## src/rtl/rr_enc_pkg.sv

```systemverilog
// rr_enc_pkg: shared FSM state type and default line count for the round-robin index encoder.
package rr_enc_pkg;

    typedef enum logic {IDLE, HOLD} state_t;

    localparam int N_DEFAULT = 32;

endpackage

```

## src/rtl/rr_find_first.sv

```systemverilog
// rr_find_first: circular first-set search over req starting at start, plus a >1-bits flag.
module rr_find_first #(
    parameter int N = 32,
    localparam int W = $clog2(N)
) (
    input  logic [N-1:0] req,
    input  logic [W-1:0] start,
    output logic         found,
    output logic [W-1:0] idx,
    output logic         multi
);

    logic [N-1:0] w_masked;
    logic [W-1:0] w_hi_idx;
    logic [W-1:0] w_lo_idx;

    assign w_masked = req & ~((N'(1) << start) - N'(1));

    // Descending scan leaves the lowest set bit as the last assignment.
    always_comb begin
        w_hi_idx = '0;
        w_lo_idx = '0;
        for (int i = N - 1; i >= 0; i--) begin
            if (w_masked[i]) w_hi_idx = W'(i);
            if (req[i]) w_lo_idx = W'(i);
        end
    end

    assign found = |req;
    assign idx   = |w_masked ? w_hi_idx : w_lo_idx;
    assign multi = |(req & (req - N'(1)));

endmodule

```

## src/rtl/rr_index_encoder.sv

```systemverilog
// rr_index_encoder: registered round-robin priority encoder with valid/ready output handshake.
module rr_index_encoder
    import rr_enc_pkg::*;
#(
    parameter int N = N_DEFAULT,
    localparam int W = $clog2(N)
) (
    input  logic         clk,
    input  logic         reset_n,
    input  logic [N-1:0] req,
    input  logic         out_ready,
    output logic         out_valid,
    output logic [W-1:0] out_idx,
    output logic [N-1:0] out_onehot,
    output logic         out_multi
);

    state_t       r_state;
    state_t       w_state_nxt;
    logic [W-1:0] r_ptr;
    logic [W-1:0] r_idx;
    logic [N-1:0] r_onehot;
    logic         r_valid;
    logic         r_multi;
    logic [W-1:0] w_start;
    logic         w_advance;
    logic         w_found;
    logic [W-1:0] w_idx;
    logic         w_multi;

    rr_find_first #(.N(N)) u_find (
        .req   (req),
        .start (w_start),
        .found (w_found),
        .idx   (w_idx),
        .multi (w_multi)
    );

    // After a handshake the just-granted line is searched last.
    always_comb begin
        w_start     = (r_state == HOLD) ? r_idx + W'(1) : r_ptr;
        w_advance   = (r_state == IDLE) || out_ready;
        w_state_nxt = r_state;
        if (w_advance) w_state_nxt = w_found ? HOLD : IDLE;
    end

    always_ff @(posedge clk or negedge reset_n) begin
        if (!reset_n) begin
            r_state  <= IDLE;
            r_ptr    <= '0;
            r_idx    <= '0;
            r_onehot <= '0;
            r_valid  <= 1'b0;
            r_multi  <= 1'b0;
        end else begin
            r_state <= w_state_nxt;
            if (w_advance) begin
                if (r_state == HOLD) r_ptr <= r_idx + W'(1);
                r_valid  <= w_found;
                r_idx    <= w_found ? w_idx : r_idx;
                r_onehot <= w_found ? N'(1) << w_idx : '0;
                r_multi  <= w_multi;
            end
        end
    end

    assign out_valid  = r_valid;
    assign out_idx    = r_idx;
    assign out_onehot = r_onehot;
    assign out_multi  = r_multi;

endmodule

```

## config.mk

```make
export PLATFORM = sky130hd
export DESIGN_NAME = rr_index_encoder
export DESIGN_NICKNAME = d
export VERILOG_FILES = /design/src/rtl/rr_enc_pkg.sv /design/src/rtl/rr_find_first.sv /design/src/rtl/rr_index_encoder.sv
export SDC_FILE = /design/constraint.sdc
export NUM_CORES = 1
export LEC_CHECK = 0
export CORE_ASPECT_RATIO = 0.6
export CORE_UTILIZATION = 48
export CTS_CLUSTER_SIZE = 20
export DETAILED_ROUTE_END_ITERATION = 10
export PLACE_DENSITY_LB_ADDON = 0.25
export SYNTH_ARGS = -nofsm -noshare
export SYNTH_HDL_FRONTEND = slang
export SYNTH_HIERARCHICAL = 1
export SYNTH_SLANG_ARGS = --single-unit
```

## constraint.sdc

```tcl
create_clock -name clk -period 4.3 [get_ports clk]
set_input_delay 0.86 -clock clk [delete_from_list [all_inputs] [get_ports clk]]
set_output_delay 0.86 -clock clk [all_outputs]
set_load 0.05 [all_outputs]
```

==> flow_summary.json <==
{
  "pwr-share-clk_pct": 10.2,
  "synth-async-reset-ratio_pct": 100,
  "syn-num-nets": 508,
  "critPathLaunch": "out_idx[0]",
  "finClkSkew_ns": 0.00264,
  "clock-sinks": 44,
  "setup_viol": 0,
  "setup.worst_path.end_class": "flip-flop",
  "dp_hpwl_mm": 9.73,
  "grt_max_degree": 45,
  "rsz0062_at_grt": "yes",
  "synth.area.top_cells": "dfrtp_1 30%, nand2_1 6.0%, o21ai_0 4.9%",
  "drtPass1Iterations": 6,
  "reg2reg_depth": 20,
  "path_max_fanout": 6,
  "drive_gt1_share_pct": 21.8,
  "critical_path_class": "flip-flop to flip-flop",
  "finalCritPeriodShare_pct": 100,
  "htree_levels": 2,
  "wl_met2_mm": 5.56,
  "slew_headroom_pct": 35.8,
  "arrival_ns": 4.51,
  "whs_ns": 0.477,
  "post_drt_wl_per_cell_um": 20.6,
  "power_density_nw_per_um2": 799,
  "p_switching_uw": 2130,
  "drt_iter0_markers": 675,
  "synth_top_family_by_area": "compound AO/OA/AOI/OAI gates",
  "area_growth_pct": 41.4,
  "ant_nets": 0,
  "p_total_uw": 4150,
  "muxShareOfSynthArea_pct": 2.69,
  "synth-warning-count": 6,
  "die_area_um2": 8020,
  "grt_pass1_vias": 3844,
  "clkSlewWorstSetupHoldPaths_ns": 0.06,
  "hold_violations": 0,
  "core_um2": 7330,
  "comb_power_share_pct": 76.1,
  "syn_area_per_cell_um2": 7.80,
  "synth-xor-area-share_pct": 0.715,
  "antenna_found_initial": 0,
  "highest_layer": "met4",
  "wl_mm": 13.7,
  "via_count": 4391,
  "hp-class": "flip-flop to flip-flop",
  "ys.flop_type": "dfrtp_1",
  "synthAdderAreaFrac_pct": 1.50,
  "max_freq_ghz": 0.233,
  "setup_tns_ns": 0,
  "antenna_cells": 0,
  "synth_seq_cells": 44,
  "die_w_um": 115,
  "ctsLongestPathBuffers": 2,
  "synthSimpleGateAreaFrac_pct": 29.1,
  "die_h_um": 69.8,
  "cp_data_required_time_ns": 4.52,
  "row_count": 24,
  "p_leak_uw": 0.00201,
  "cts-buffers-inserted": 5,
  "outcome": "finished, final reports clean",
  "min_from": "out_onehot[19]",
  "seqPwrFrac_pct": 13.7,
  "startpoint_type": "flip-flop",
  "period_needed_ns": 4.30,
  "netlist.area_leader.share_pct": 30.0,
  "synth-compound-area-share_pct": 29.9,
  "insertion_delay_ns": 0.29,
  "tightestPinTransition_ns": 0.962,
  "vdd_drop_max_mv": 0.364,
  "drc": 0,
  "grt_pass1_wl_mm": 19.7,
  "overflow": 0,
  "met1_length_mm": 5.95,
  "seq_area_frac_synth_pct": 30.0,
  "gp_congestion": 1.02,
  "synthCells": 471,
  "dr_wl_met3_mm": 1.88,
  "final-max-slew-violation-count": 0,
  "final_nets": 596,
  "yosysUniqueCellTypes": 78,
  "worstReg2RegStart": "out_idx[0]",
  "cts_tree": "built",
  "p_int_uw": 2020,
  "root_buffer": "clkbuf_16",
  "synth-edff-count": 0,
  "switching_share_pct": 51.2,
  "initial_core_util_pct": 50.1,
  "reg2reg_slack_ns": 0.001,
  "hold_depth": 2,
  "drv_cap": 0,
  "grt_usage_pct": 32.3,
  "port_buffers": 73,
  "syn_area_um2": 3670,
  "viasPerCell": 6.61,
  "num_io_pins": 74,
  "synth_top_area_cell": "dfrtp_1"
}
-- cell type report --
type / count / area [um^2]
flip-flops and latches: 44 / 1110
repair buffers: 116 / 1090
inverters: 16 / 60.1
multi-input cells: 376 / 2640
fillers: 592 / 2130
well taps: 104 / 130
clock buffers: 6 / 129
clock inverters: 2 / 35.0
-- worst paths after layout --
kind | to
setup reg to reg | out_onehot[21]
setup / recovery | out_onehot[21]
min in group asynchronous | out_onehot[27]
max in group asynchronous | out_idx[2]
hold reg to reg | out_onehot[19]
hold / removal | out_onehot[19]
-- cell usage in the layout, fill, tap and decap left out, types with 6 or more instances in the layout --
cell type	Yosys	layout
a21oi_1	29	26
a22o_1	12	12
buf_4	0	39
clkbuf_16	0	6
clkdlybuf4s50_1	0	72
dfrtp_1	44	40
inv_1	15	15
mux2_2	7	6
nand2_1	59	58
nand2b_1	11	10
nand3_1	24	21
nand4_1	6	6
nor2_1	39	34
nor3_1	7	6
nor4_1	7	6
o211ai_1	6	6
o21ai_0	36	34
o21ai_2	4	8
or3_1	7	6
-- timing repair --
| action | in CTS | in global routing |
|---|---|---|
| hold buffers | 0 | 0 |
| resized for setup | 6 | 40 |
| pin swaps | 1 | 20 |
| endpoints found under the setup margin | 32 | 33 |
| endpoints found under the hold margin | 0 | 0 |
| cloned | 0 | 1 |
| buffers inserted | 0 | 13 |
-- logic make-up after synthesis --
family | count (synthesis)
flip-flops | 44
AO/OA/AOI/OAI | 160
buffers and inverters | 51
AND/OR/NAND/NOR | 199
adder cells (fa/ha/maj) | 5
multiplexers | 9
XOR/XNOR | 3
-- sequential cells by signal (all words and copies together) (netlist names) --
register    flops
out_onehot     32
out_idx         5
r_ptr           5
out_multi       1
r_state         1
-- synth_stat cells (6+ instances only) --
library cell  count
nand2_1          59
nor4_1            7
nand3_1          24
nand2b_1         11
mux2_2            7
dfrtp_1          44
buf_2             7
nor2_1           39
or3_1             7
a22o_1           12
a21oi_1          29
a32o_1            6
nor3_1            7
clkbuf_1         22
inv_1            15
nand4_1           6
a31oi_1           7
o211ai_1          6
o21ai_0          36
-- critical path: stages (launching register included) --
cell      delay [ns]
dfrtp_2         0.45
ha_4            0.20
nand3_4         0.08
xor2_2          0.18
a21oi_2         0.11
nor2_4          0.15
nand3b_1        0.16
ha_4            0.24
buf_8           0.13
or3_1           0.39
or3_1           0.32
nand4_1         0.18
nand3_2         0.15
buf_4           0.17
nor2_1          0.10
o21ai_0         0.11
o211ai_1        0.10
buf_4           0.18
nand2_4         0.06
or4b_4          0.60
o21ai_2         0.15
-- power by group through the flow --
| stage | Combinational, uW | Clock, uW | Sequential (uW) |
|---|---|---|---|
| 2_1_floorplan | 1600 | 0 | 751 |
| 3_3_place_gp | 2450 | 0 | 568 |
| 3_5_place_dp | 2490 | 0 | 570 |
| 4_1_cts | 2540 | 431 | 566 |
| 5_1_grt | 3320 | 446 | 577 |
| 6_report | 3160 | 424 | 569 |
-- per-layer routing --
layer | up-vias | GRT usage (%)
li1 | 1942 | -
met1 | 2086 | 50.1
met2 | 314 | 43.2
met3 | 49 | 10.8
met4 | 0 | 5.05
met5 | - | 0
-- through the flow --
step           utilization [%]  std cells  worst slack [ns]  area [um^2]
3_5_place_dp              63.6        642            -0.186         4660
6_report                  70.9        664           0.00124         5190
2_1_floorplan                -        471           0.00204         3790
4_1_cts                   66.2        650           0.00552         4850
3_3_place_gp              63.6        642           -0.0512         4660
5_1_grt                   70.9        664            -0.125         5190
Note: power is estimated with default switching activity, not from simulation.
